--- src/rtl/uart_pkg.sv ---
// Shared UART definitions: FSM state encoding, line levels and the parity helper
// used by both the transmitter and the receiver.
package uart_pkg;

  typedef enum logic [2:0] {
    IDLE,
    START,
    DATA,
    PARITY,
    STOP
  } uart_state_e;

  localparam logic IDLE_LEVEL  = 1'b1;
  localparam logic START_LEVEL = 1'b0;

  // Widest data word the parity helper accepts; narrower words are zero-extended.
  localparam int PAR_MAX_W = 16;

  // Even parity is the XOR of the data bits; odd parity is its inverse.
  function automatic logic parity_bit(input logic [PAR_MAX_W-1:0] data, input logic odd);
    return (^data) ^ odd;
  endfunction

endpackage

--- src/rtl/uart_tx_gen_if.sv ---
// Producer-side valid/ready push channel into the UART transmitter.
interface uart_tx_gen_if #(
  parameter int DATA_W = 8
);
  logic              Data_Valid;
  logic [DATA_W-1:0] P_DATA;
  logic              ready;

  modport master (output Data_Valid, output P_DATA, input ready);
  modport slave  (input Data_Valid, input P_DATA, output ready);
endinterface

--- src/rtl/uart_tx_fifo.sv ---
// Small synchronous FIFO with show-ahead read: the head word is visible on dout
// while not empty, so the transmitter can latch it on the same edge it pops.
module uart_tx_fifo #(
  parameter int DATA_W     = 8,
  parameter int FIFO_DEPTH = 4
) (
  input  logic              clk,
  input  logic              srst,
  input  logic              push,
  input  logic [DATA_W-1:0] din,
  input  logic              pop,
  output logic [DATA_W-1:0] dout,
  output logic              full,
  output logic              empty
);

  localparam int AW = $clog2(FIFO_DEPTH);

  logic [DATA_W-1:0] mem [FIFO_DEPTH];
  logic [AW-1:0]     wr_ptr_reg;
  logic [AW-1:0]     rd_ptr_reg;
  logic [AW:0]       count_reg;
  logic              push_ok;
  logic              pop_ok;

  // Full/empty come from the registered count only, so a pop cannot open a slot for a same-edge push.
  assign full    = (count_reg == (AW+1)'(FIFO_DEPTH));
  assign empty   = (count_reg == '0);
  assign push_ok = push && !full;
  assign pop_ok  = pop && !empty;
  assign dout    = mem[rd_ptr_reg];

  // Storage write; contents need no reset because count gates every read.
  always_ff @(posedge clk) begin
    if (push_ok) begin
      mem[wr_ptr_reg] <= din;
    end
  end

  // Pointers wrap naturally modulo the power-of-two depth; count tracks occupancy.
  always_ff @(posedge clk) begin
    if (srst) begin
      wr_ptr_reg <= '0;
      rd_ptr_reg <= '0;
      count_reg  <= '0;
    end else begin
      if (push_ok) wr_ptr_reg <= wr_ptr_reg + AW'(1);
      if (pop_ok)  rd_ptr_reg <= rd_ptr_reg + AW'(1);
      case ({push_ok, pop_ok})
        2'b10:   count_reg <= count_reg + (AW+1)'(1);
        2'b01:   count_reg <= count_reg - (AW+1)'(1);
        default: count_reg <= count_reg;
      endcase
    end
  end

endmodule

--- src/rtl/uart_tx_gen.sv ---
// Parametrised UART transmitter: input FIFO, per-frame latched configuration,
// programmable bit time, optional parity, one or two stop bits, back-to-back frames.
module uart_tx_gen
  import uart_pkg::*;
#(
  parameter int DATA_W     = 8,
  parameter int FIFO_DEPTH = 4,
  parameter int PRESCALE_W = 8
) (
  input  logic                  clk,
  input  logic                  RST,
  uart_tx_gen_if.slave          in_if,
  input  logic                  PAR_EN,
  input  logic                  PAR_TYP,
  input  logic                  STOP2,
  input  logic [PRESCALE_W-1:0] prescale,
  output logic                  busy,
  output logic                  TX_OUT
);

  localparam int BW = $clog2(DATA_W);
  localparam logic [BW-1:0] LAST_BIT = BW'(DATA_W - 1);

  uart_state_e           state_reg, state_next;
  logic [PRESCALE_W-1:0] cnt_reg, cnt_next;
  logic [BW-1:0]         bit_reg, bit_next;
  logic                  tx_reg, tx_next;
  logic [DATA_W-1:0]     shift_reg;
  logic                  parity_reg;
  logic                  par_en_reg;
  logic                  stop2_reg;
  logic [PRESCALE_W-1:0] pre_reg;
  logic                  pop;
  logic                  shift_en;
  logic                  bit_end;
  logic [DATA_W-1:0]     fifo_dout;
  logic                  fifo_full;
  logic                  fifo_empty;

  uart_tx_fifo #(
    .DATA_W     (DATA_W),
    .FIFO_DEPTH (FIFO_DEPTH)
  ) u_fifo (
    .clk   (clk),
    .srst  (RST),
    .push  (in_if.Data_Valid),
    .din   (in_if.P_DATA),
    .pop   (pop),
    .dout  (fifo_dout),
    .full  (fifo_full),
    .empty (fifo_empty)
  );

  assign in_if.ready = !fifo_full;
  assign busy        = (state_reg != IDLE);
  assign TX_OUT      = tx_reg;
  assign bit_end     = (cnt_reg == pre_reg);

  // Next state, counters and the level the line takes after the coming edge.
  always_comb begin
    state_next = state_reg;
    cnt_next   = cnt_reg;
    bit_next   = bit_reg;
    tx_next    = tx_reg;
    pop        = 1'b0;
    shift_en   = 1'b0;
    if (state_reg != IDLE) begin
      cnt_next = bit_end ? '0 : cnt_reg + PRESCALE_W'(1);
    end
    case (state_reg)
      IDLE: begin
        cnt_next = '0;
        bit_next = '0;
        tx_next  = IDLE_LEVEL;
        if (!fifo_empty) begin
          pop        = 1'b1;
          state_next = START;
          tx_next    = START_LEVEL;
        end
      end
      START: begin
        if (bit_end) begin
          state_next = DATA;
          bit_next   = '0;
          tx_next    = shift_reg[0];
        end
      end
      DATA: begin
        if (bit_end) begin
          if (bit_reg == LAST_BIT) begin
            bit_next   = '0;
            state_next = par_en_reg ? PARITY : STOP;
            tx_next    = par_en_reg ? parity_reg : IDLE_LEVEL;
          end else begin
            bit_next = bit_reg + BW'(1);
            shift_en = 1'b1;
            tx_next  = shift_reg[1];
          end
        end
      end
      PARITY: begin
        if (bit_end) begin
          state_next = STOP;
          bit_next   = '0;
          tx_next    = IDLE_LEVEL;
        end
      end
      STOP: begin
        if (bit_end) begin
          if (bit_reg == BW'(1) || !stop2_reg) begin
            bit_next = '0;
            if (!fifo_empty) begin
              pop        = 1'b1;
              state_next = START;
              tx_next    = START_LEVEL;
            end else begin
              state_next = IDLE;
              tx_next    = IDLE_LEVEL;
            end
          end else begin
            bit_next = BW'(1);
            tx_next  = IDLE_LEVEL;
          end
        end
      end
      default: begin
        state_next = IDLE;
        tx_next    = IDLE_LEVEL;
      end
    endcase
  end

  // State, bit timer, bit index and the registered serial output.
  always_ff @(posedge clk) begin
    if (RST) begin
      state_reg <= IDLE;
      cnt_reg   <= '0;
      bit_reg   <= '0;
      tx_reg    <= IDLE_LEVEL;
    end else begin
      state_reg <= state_next;
      cnt_reg   <= cnt_next;
      bit_reg   <= bit_next;
      tx_reg    <= tx_next;
    end
  end

  // Word and frame configuration are captured together at pop; the shifter walks the data LSB first.
  always_ff @(posedge clk) begin
    if (RST) begin
      shift_reg  <= '0;
      parity_reg <= 1'b0;
      par_en_reg <= 1'b0;
      stop2_reg  <= 1'b0;
      pre_reg    <= '0;
    end else if (pop) begin
      shift_reg  <= fifo_dout;
      parity_reg <= parity_bit(PAR_MAX_W'(fifo_dout), PAR_TYP);
      par_en_reg <= PAR_EN;
      stop2_reg  <= STOP2;
      pre_reg    <= prescale;
    end else if (shift_en) begin
      shift_reg  <= shift_reg >> 1;
    end
  end

endmodule

--- src/flat_wrapper.sv ---
// flat-port wrapper written by rule: the top's interface ports become plain ports
module uart_tx_gen_flat import uart_pkg::*;
#(
  parameter int DATA_W     = 8,
  parameter int FIFO_DEPTH = 4,
  parameter int PRESCALE_W = 8
)
  (clk, RST, PAR_EN, PAR_TYP, STOP2, prescale, busy, TX_OUT, in_if_Data_Valid, in_if_P_DATA, in_if_ready);
  uart_tx_gen_if #(.DATA_W(DATA_W)) in_if_i ();
  input  logic clk;
  input  logic RST;
  input  logic PAR_EN;
  input  logic PAR_TYP;
  input  logic STOP2;
  input  logic [PRESCALE_W-1:0] prescale;
  output logic busy;
  output logic TX_OUT;
  input wire logic [$bits(in_if_i.Data_Valid)-1:0] in_if_Data_Valid;
  input wire logic [$bits(in_if_i.P_DATA)-1:0] in_if_P_DATA;
  output wire logic [$bits(in_if_i.ready)-1:0] in_if_ready;
  assign in_if_i.Data_Valid = in_if_Data_Valid;
  assign in_if_i.P_DATA = in_if_P_DATA;
  assign in_if_ready = in_if_i.ready;
  uart_tx_gen #(.DATA_W(DATA_W), .FIFO_DEPTH(FIFO_DEPTH), .PRESCALE_W(PRESCALE_W)) u_core (.clk(clk), .RST(RST), .in_if(in_if_i), .PAR_EN(PAR_EN), .PAR_TYP(PAR_TYP), .STOP2(STOP2), .prescale(prescale), .busy(busy), .TX_OUT(TX_OUT));
endmodule
--- config.mk ---
export PLATFORM = sky130hd
export DESIGN_NAME = uart_tx_gen_flat
export DESIGN_NICKNAME = d
export VERILOG_FILES = /design/src/rtl/uart_pkg.sv /design/src/rtl/uart_tx_gen_if.sv /design/src/rtl/uart_tx_fifo.sv /design/src/rtl/uart_tx_gen.sv /design/src/flat_wrapper.sv
export SDC_FILE = /design/constraint.sdc
export NUM_CORES = 1
export LEC_CHECK = 0
export ABC_AREA = 1
export BUFFER_PORTS_ARGS = -buffer_cell sky130_fd_sc_hd__buf_2
export CAP_MARGIN = 15
export CELL_PAD_IN_SITES_DETAIL_PLACEMENT = 1
export CELL_PAD_IN_SITES_GLOBAL_PLACEMENT = 2
export CORE_ASPECT_RATIO = 0.7
export CORE_UTILIZATION = 33
export CTS_CLUSTER_DIAMETER = 30
export CTS_CLUSTER_SIZE = 12
export DETAILED_ROUTE_END_ITERATION = 6
export GPL_TIMING_DRIVEN = 0
export PLACE_DENSITY_LB_ADDON = 0.1
export SLEW_MARGIN = 30
export SYNTH_ARGS = -nofsm -noshare
export SYNTH_HDL_FRONTEND = slang
export SYNTH_SLANG_ARGS = --single-unit
--- constraint.sdc ---
create_clock -name clk -period 2.38 [get_ports clk]
set_clock_uncertainty 0.2 [all_clocks]
set_input_delay 0.119 -clock clk [delete_from_list [all_inputs] [get_ports clk]]
set_output_delay 0.119 -clock clk [all_outputs]
set_load 0.02 [all_outputs]
==> flow_metrics.env, run 1 <==
export IMPL_grt_max_degree=15
export IMPL_final_util=0.437
export IMPL_ant_nets=0
export IMPL_insertion_delay_ps=340
export IMPL_grt_pass1_wl_um=15900
export IMPL_fmax_ghz=0.418
export IMPL_synth_most_common_cell="nand2_1"
export IMPL_cts_tree="built"
export IMPL_dr_pass1_iters=4
export IMPL_rsz0062_at_grt="true"
export IMPL_die_y_um=90.5
export IMPL_synth_seq_cells=75
export IMPL_start_util=0.349
export IMPL_slowest_delay_ps=370
export IMPL_place_congestion=0.746
export IMPL_drive_gt1_frac=0.206
export IMPL_routed_via_density=4.58
export IMPL_cts_made_buffers=9
export IMPL_critPathMaxFanout=4
export IMPL_setup_viol=1
export IMPL_largest_register="u_core.u_fifo.mem"
export IMPL_antenna_found_initial=0
export IMPL_syn_area_mm2=0.00369
export IMPL_maxCapViolCount=0
export IMPL_setup_tns_ps=-13.6
export IMPL_die_area_mm2=0.0116
export IMPL_synth_edf_count=32
export IMPL_layout_setup_ws_ps=-13.6
export IMPL_violations="negative setup slack"
export IMPL_fin_crit_sh=1.01
export IMPL_grt_use_total=0.179
export IMPL_crit_chain="inv_1 -> nand3_2 -> nand2_4 -> nor2_4 -> nand3_2 -> nand2_4 -> ha_4 -> inv_4 -> fa_2 -> a21oi_2 -> o21ai_2 -> o21ai_1 -> a21oi_1"
export IMPL_synth_area_leaders="edfxtp_1, dfxtp_1, nand2_1"
export IMPL_holdCritStartpoint="in_if_Data_Valid"
export IMPL_clk_pin_slew_ps=60
export IMPL_power_density_mw_per_mm2=1200
export IMPL_num_rows=31
export IMPL_min_path_type="input port to flip-flop"
export IMPL_io_buffer_count=24
export IMPL_area_growth_syn_to_layout_pct=25.4
export IMPL_finalHoldWorstSlack_ps=117
export IMPL_startpoint_type="flip-flop"
export IMPL_crit_type="flip-flop to flip-flop"
export IMPL_num_fill_cells=1259
export IMPL_cts_max_level=3
export IMPL_root_buffer="clkbuf_16"
export IMPL_worstPathArrival_ps=2420
export IMPL_synthArstFlopShare=0
export IMPL_relSlewSlack=0.454
export IMPL_cp_required_ps=2410
export IMPL_largest_reg_flops=32
export IMPL_synth_top_area_cell="edfxtp_1"
export IMPL_grt_pass1_vias=3152
export IMPL_drc=0
export IMPL_syn_inst=459
export IMPL_fin_crit_ps=2390
export IMPL_fp_coreArea_mm2=0.0106
export IMPL_slew_viol_final=0
export IMPL_grt_overflow=0
export IMPL_io_pins=25
export IMPL_fp_dieW_um=128
export IMPL_hold_violations=0
export IMPL_syn_num_nets=491
export IMPL_ys_types=37
export IMPL_fin_area_mm2=0.00463
export IMPL_cp_top_family="simple AND/OR/NAND/NOR gates"
export IMPL_clock_sinks=75
export IMPL_worst_path_buf_inv=2
export IMPL_avgSynthCellArea_um2=8.04
export IMPL_clockBufferDepth=2
export IMPL_slowest_stage="fa_2"
export IMPL_antenna_cells=0
export IMPL_routed_wl_um=9520
export IMPL_wl_per_cell_um=14.2
export IMPL_post_dp_cell_area_mm2=0.00400
export IMPL_drtIter0Drc=111
export IMPL_tightest_slew_ps=816
export IMPL_route_vias_total=3080
export IMPL_critPathLaunch="u_core.u_fifo.count_reg[1]$_SDFFE_PP0P_"
export IMPL_synthFlopType="dfxtp_1"
export IMPL_yosys_area_top_type_share=0.260
export IMPL_hpwlAfterDp_um=6920
export IMPL_synthTopCellsByCount="nand2_1, nor2_1, inv_1"
export IMPL_ir_drop_mv=0.492
export IMPL_finalNetCount=552
export IMPL_ys_warn_count=0
export IMPL_critPathCaptureType="flip-flop"
export IMPL_outcome="finished with violations"
export IMPL_seq_area_frac_synth=0.494
export IMPL_leakage_nw=2.00
export IMPL_r2r_start="u_core.u_fifo.count_reg[1]$_SDFFE_PP0P_"
==> final timing paths <==
check | end | slack (ps) | cells after the start
setup reg to reg | u_core.u_fifo.count_reg[2]$_SDFFE_PP0P_ | -10 | 13
hold / removal | u_core.u_fifo.wr_ptr_reg[1]$_SDFFE_PP0P_ | 120 | 3
setup / recovery | u_core.u_fifo.count_reg[2]$_SDFFE_PP0P_ | -10 | 13
hold reg to reg | u_core.cnt_reg[0]$_SDFFE_PP0P_ | 250 | 1
==> placed cells by master (no fill, tap or decap), types with 4 or more instances in the layout <==
cell             n
nor2_1          72
clkbuf_16        9
inv_2            7
dfxtp_2          4
ha_1             7
dlygate4sd3_1   19
xor2_1           4
nand3_2          4
buf_2           25
dfxtp_1         36
inv_1           42
nor2_2           5
nand2_1        125
edfxtp_1        32
buf_4           10
nand2_4          4
nand2_2         12
nand3_1         29
a21oi_1         11
o21ai_0         22
==> logic make-up (layout without fill, tap and decap cells) <==
logic type	after synthesis	count (layout)	share of synthesized area
AOI/OAI and AO/OA	42	42	0.0614
and+or+nand+nor	264	264	0.315
buffers and inverters	62	128	0.0800
adders and majority gates	10	10	0.0359
DFF	75	75	0.494
xor gates and xnor gates	6	6	0.0142
==> per-layer routing <==
metal  global-route usage  vias up  wire (µm)
met1                0.261     1458       5020
met2                0.261       28       4120
met3               0.0427        9        286
met4               0.0500        0         93
met5                    0        -          0
li1                     -     1585          -
==> tightest hold or removal path: stages <==
cell     delay, ps
buf_2           80
nand2_1        220
a21oi_1        210
==> area by class of cell <==
class,instances,area (µm²),area share
clock buffers,9,225,0.0487
flip-flops and latches,75,1840,0.397
plain buffers,10,85.1,0.0184
repair buffers,51,370,0.0800
inverters,51,201,0.0435
multi-input cells,322,1650,0.356
well taps,148,185,0.0400
clock inverters,7,76.3,0.0165
==> stage by stage <==
stage | power, mW | instances | worst slack (ps)
after floorplan | 3.40 | 459 | 0.994
after global placement | 3.94 | 631 | -267
after CTS | 5.46 | 668 | 1.79
after global routing | 6.03 | 673 | -158
after detailed placement | 4.01 | 631 | -367
final | 5.57 | 673 | -13.6
==> where the power goes <==
| group | internal, mW | leakage, nW | total, mW | switching [mW] |
|---|---|---|---|---|
| Clock | 0.820 | 0.148 | 1.37 | 0.554 |
| Sequential | 1.63 | 0.650 | 1.81 | 0.178 |
| Combinational | 0.851 | 1.20 | 2.39 | 1.54 |
==> timing repair <==
| item | in CTS | in global routing |
|---|---|---|
| gates resized for setup | 2 | 25 |
| endpoints found under the hold margin | 43 | 0 |
| setup buffers | 3 | 6 |
| hold buffers | 19 | 0 |
| endpoints found under the setup margin | 2 | 16 |
| pin swaps | 3 | 11 |
(Power assumes the default switching activity.)
==> inputs of run 2 (changes only) <==
--- a/config.mk
+++ b/config.mk
@@ -7,7 +7,7 @@
 export LEC_CHECK = 0
 export ABC_AREA = 1
 export BUFFER_PORTS_ARGS = -buffer_cell sky130_fd_sc_hd__buf_2
-export CAP_MARGIN = 15
+export CAP_MARGIN = 20
 export CELL_PAD_IN_SITES_DETAIL_PLACEMENT = 1
 export CELL_PAD_IN_SITES_GLOBAL_PLACEMENT = 2
 export CORE_ASPECT_RATIO = 0.7
@@ -20,4 +20,5 @@
 export SLEW_MARGIN = 30
 export SYNTH_ARGS = -nofsm -noshare
 export SYNTH_HDL_FRONTEND = slang
+export SYNTH_HIERARCHICAL = 1
 export SYNTH_SLANG_ARGS = --single-unit
==> flow_metrics.env, run 2 <==
export IMPL_outcome="finished, final reports clean"
export IMPL_min_path_type="input port to flip-flop"
export IMPL_power_density_mw_per_mm2=1300
export IMPL_cp_required_ps=2400
export IMPL_holdCritStartpoint="PAR_TYP"
export IMPL_drc=0
export IMPL_insertion_delay_ps=330
export IMPL_mostFrequentLayoutCells="nand2_1, nor2_1, inv_1"
export IMPL_hpwlAfterDp_um=6800
export IMPL_synthArstFlopShare=0
export IMPL_yosys_area_top_type_share=0.259
export IMPL_start_util=0.349
export IMPL_drive_gt1_frac=0.255
export IMPL_critPathCaptureType="flip-flop"
export IMPL_ys_warn_count=6
export IMPL_grt_use_total=0.177
export IMPL_seq_area_frac_synth=0.492
export IMPL_ff2ff_setup_slack_ps=40
export IMPL_area_growth_syn_to_layout_pct=30.1
export IMPL_finalNetCount=552
export IMPL_slew_viol_final=0
export IMPL_dr_pass1_iters=4
export IMPL_wl_per_cell_um=14.3
export IMPL_worst_path_buf_inv=4
export IMPL_syn_num_nets=484
export IMPL_largest_register="u_core/u_fifo/mem"
export IMPL_reg2regPathDepth=19
export IMPL_ant_nets=0
export IMPL_crit_type="flip-flop to flip-flop"
export IMPL_path_common_cell="nand2_4"
export IMPL_synth_edf_count=32
export IMPL_min_to="u_core/parity_reg$_SDFFE_PP0P_"
export IMPL_antenna_cells=0
export IMPL_synth_seq_cells=75
export IMPL_cts_max_level=3
export IMPL_r2r_start="u_core/cnt_reg[3]$_SDFFE_PP0P_"
export IMPL_clk_pin_slew_ps=60
export IMPL_grt_pass1_wl_um=15600
export IMPL_ys_types=32
export IMPL_grt_pass1_vias=3142
export IMPL_cp_top_family="simple AND/OR/NAND/NOR gates"
export IMPL_startpoint_type="flip-flop"
export IMPL_synthTopCellsByCount="nand2_1, nor2_1, inv_1"
export IMPL_synth_most_common_cell="nand2_1"
export IMPL_place_congestion=0.757
export IMPL_post_dp_cell_area_mm2=0.00405
export IMPL_instances_no_fill=673
export IMPL_rsz0062_at_grt="true"
export IMPL_io_buffer_count=24
export IMPL_slowest_stage="dfxtp_4"
export IMPL_fp_dieW_um=129
export IMPL_fp_coreArea_mm2=0.0106
export IMPL_place_inst=624
export IMPL_synthFlopType="dfxtp_1"
export IMPL_drtIter0Drc=101
export IMPL_relSlewSlack=0.380
export IMPL_io_pins=25
export IMPL_clock_sinks=75
export IMPL_grt_max_degree=13
export IMPL_route_vias_total=3101
export IMPL_ir_drop_mv=0.478
export IMPL_syn_inst=452
export IMPL_num_fill_cells=1285
export IMPL_syn_area_mm2=0.00371
export IMPL_critPathMaxFanout=4
export IMPL_crit_chain="inv_2 -> nand2_2 -> nand2_2 -> nor2_4 -> nand2_4 -> nor2_8 -> nand2_4 -> nand2_4 -> nand2_4 -> inv_4 -> ha_4 -> inv_2 -> fa_2 -> inv_1 -> nand2_1 -> nand3_2 -> nand2_1 -> nand2_1 -> nor2_1"
export IMPL_root_buffer="clkbuf_16"
export IMPL_avgSynthCellArea_um2=8.20
export IMPL_fin_crit_ps=2340
export IMPL_worstPathArrival_ps=2370
export IMPL_synth_area_leaders="edfxtp_1, dfxtp_1, nand2_1"
export IMPL_tightest_slew_ps=926
export IMPL_grt_overflow=0
export IMPL_fin_crit_sh=0.985
export IMPL_cts_tree="built"
export IMPL_clockBufferDepth=2
export IMPL_routed_via_density=4.61
export IMPL_largest_reg_flops=32
export IMPL_num_rows=31
export IMPL_cts_made_buffers=9
export IMPL_slowest_delay_ps=370
export IMPL_antenna_found_initial=0
export IMPL_hold_violations=0
export IMPL_synth_top_area_cell="edfxtp_1"
export IMPL_fin_area_mm2=0.00482
export IMPL_fmax_ghz=0.427
export IMPL_hold_depth=8
export IMPL_setup_viol=0
export IMPL_timing_rr_end="u_core/u_fifo/count_reg[2]$_SDFFE_PP0P_"
export IMPL_leakage_nw=2.05
export IMPL_routed_wl_um=9610
export IMPL_die_y_um=90.7
export IMPL_maxCapViolCount=0
export IMPL_final_common_cell="nand2_1"
export IMPL_die_area_mm2=0.0117
run 2: cell types whose count changed in the layout (fill, tap and decap cells not counted), sizes merged, moves of 3 or more:
cell	before	now
buf	39	42
inv	53	69
nor2	79	76
nand3	33	30
dlygate4sd3	19	22
nand4	2	7
o22ai	0	8
o21ai	24	38
nand2	141	93
a21oi	13	18
bufinv	1	4
run 2: timing repair:
action                                  4_1_cts  5_1_grt
endpoints found under the setup margin        2        3
hold buffers                                 22        0
pin swaps                                     6       14
resized for setup                            19       28
hold endpoints to repair                     46        0
setup buffers                                 5        7
run 2: how the worst max path moves through the flow:
| stage | to | cells past startpoint | start |
|---|---|---|---|
| floorplan | u_core/u_fifo/count_reg[2]$_SDFFE_PP0P_ | 20 | u_core/cnt_reg[2]$_SDFFE_PP0P_ |
| global placement | u_core/u_fifo/count_reg[2]$_SDFFE_PP0P_ | 20 | u_core/cnt_reg[3]$_SDFFE_PP0P_ |
| detailed placement | u_core/u_fifo/count_reg[2]$_SDFFE_PP0P_ | 17 | u_core/state_reg[0]$_SDFFE_PP0P_ |
| CTS | u_core/u_fifo/count_reg[2]$_SDFFE_PP0P_ | 20 | u_core/cnt_reg[4]$_SDFFE_PP0P_ |
| global route | u_core/u_fifo/count_reg[2]$_SDFFE_PP0P_ | 19 | u_core/bit_reg[1]$_SDFFE_PP0P_ |
| finish | u_core/u_fifo/count_reg[2]$_SDFFE_PP0P_ | 19 | u_core/cnt_reg[3]$_SDFFE_PP0P_ |
run 2: layer usage:
layer  track usage  up-vias  share of wire
met5             0        -              0
li1              -     1594              -
met2         0.266       36           0.44
met1         0.254     1465           0.53
met3        0.0427        6          0.030
met4        0.0412        0         0.0073
run 2: final cells by class:
cell class	count	area, µm²	area share
Buffer	8	68.8	0.0143
Clock buffer	11	243	0.0503
Clock inverter	5	124	0.0257
Inverter	69	264	0.0547
Multi-Input combinational cell	299	1650	0.343
Sequential cell	75	1860	0.385
Tap cell	148	185	0.0384
Timing Repair Buffer	58	430	0.0893
run 2: logic make-up (layout without fill, tap and decap cells):
family	after synthesis	after routing	synth area share
adders and majority gates	10	10	0.0358
xor gates and xnor gates	9	9	0.0213
DFF	75	75	0.492
AOI/OAI and AO/OA	66	66	0.101
buffers and inverters	78	151	0.0915
and+or+nand+nor	214	214	0.259
run 2: power breakdown:
group,switching (mW),total [mW],internal [mW]
Sequential,0.192,1.81,1.62
Combinational,1.79,2.81,1.03
Clock,0.509,1.66,1.16
Total,2.49,6.29,3.80
run 2: worst reg2reg max path: cells and delay by family, from the launching register on:
kind / cells / cell delay [ps]
simple gates: 13 / 980
fa+ha+maj: 2 / 480
flops: 1 / 370
buf+inv: 4 / 200
run 2: per-stage QoR:
stage / power (mW) / TNS (ps) / setup slack (ps) / util / hold slack [ps]
after floorplan: 3.70 / -28.5 / -28.5 / - / -11.9
after global placement: 4.32 / -537 / -307 / 0.381 / 132
after detailed placement: 4.38 / -564 / -326 / 0.381 / 139
after CTS: 6.28 / 0 / 0.421 / 0.444 / 178
after global routing: 6.78 / -93.7 / -93.7 / 0.454 / 260
final: 6.29 / 0 / 36.2 / 0.454 / 187
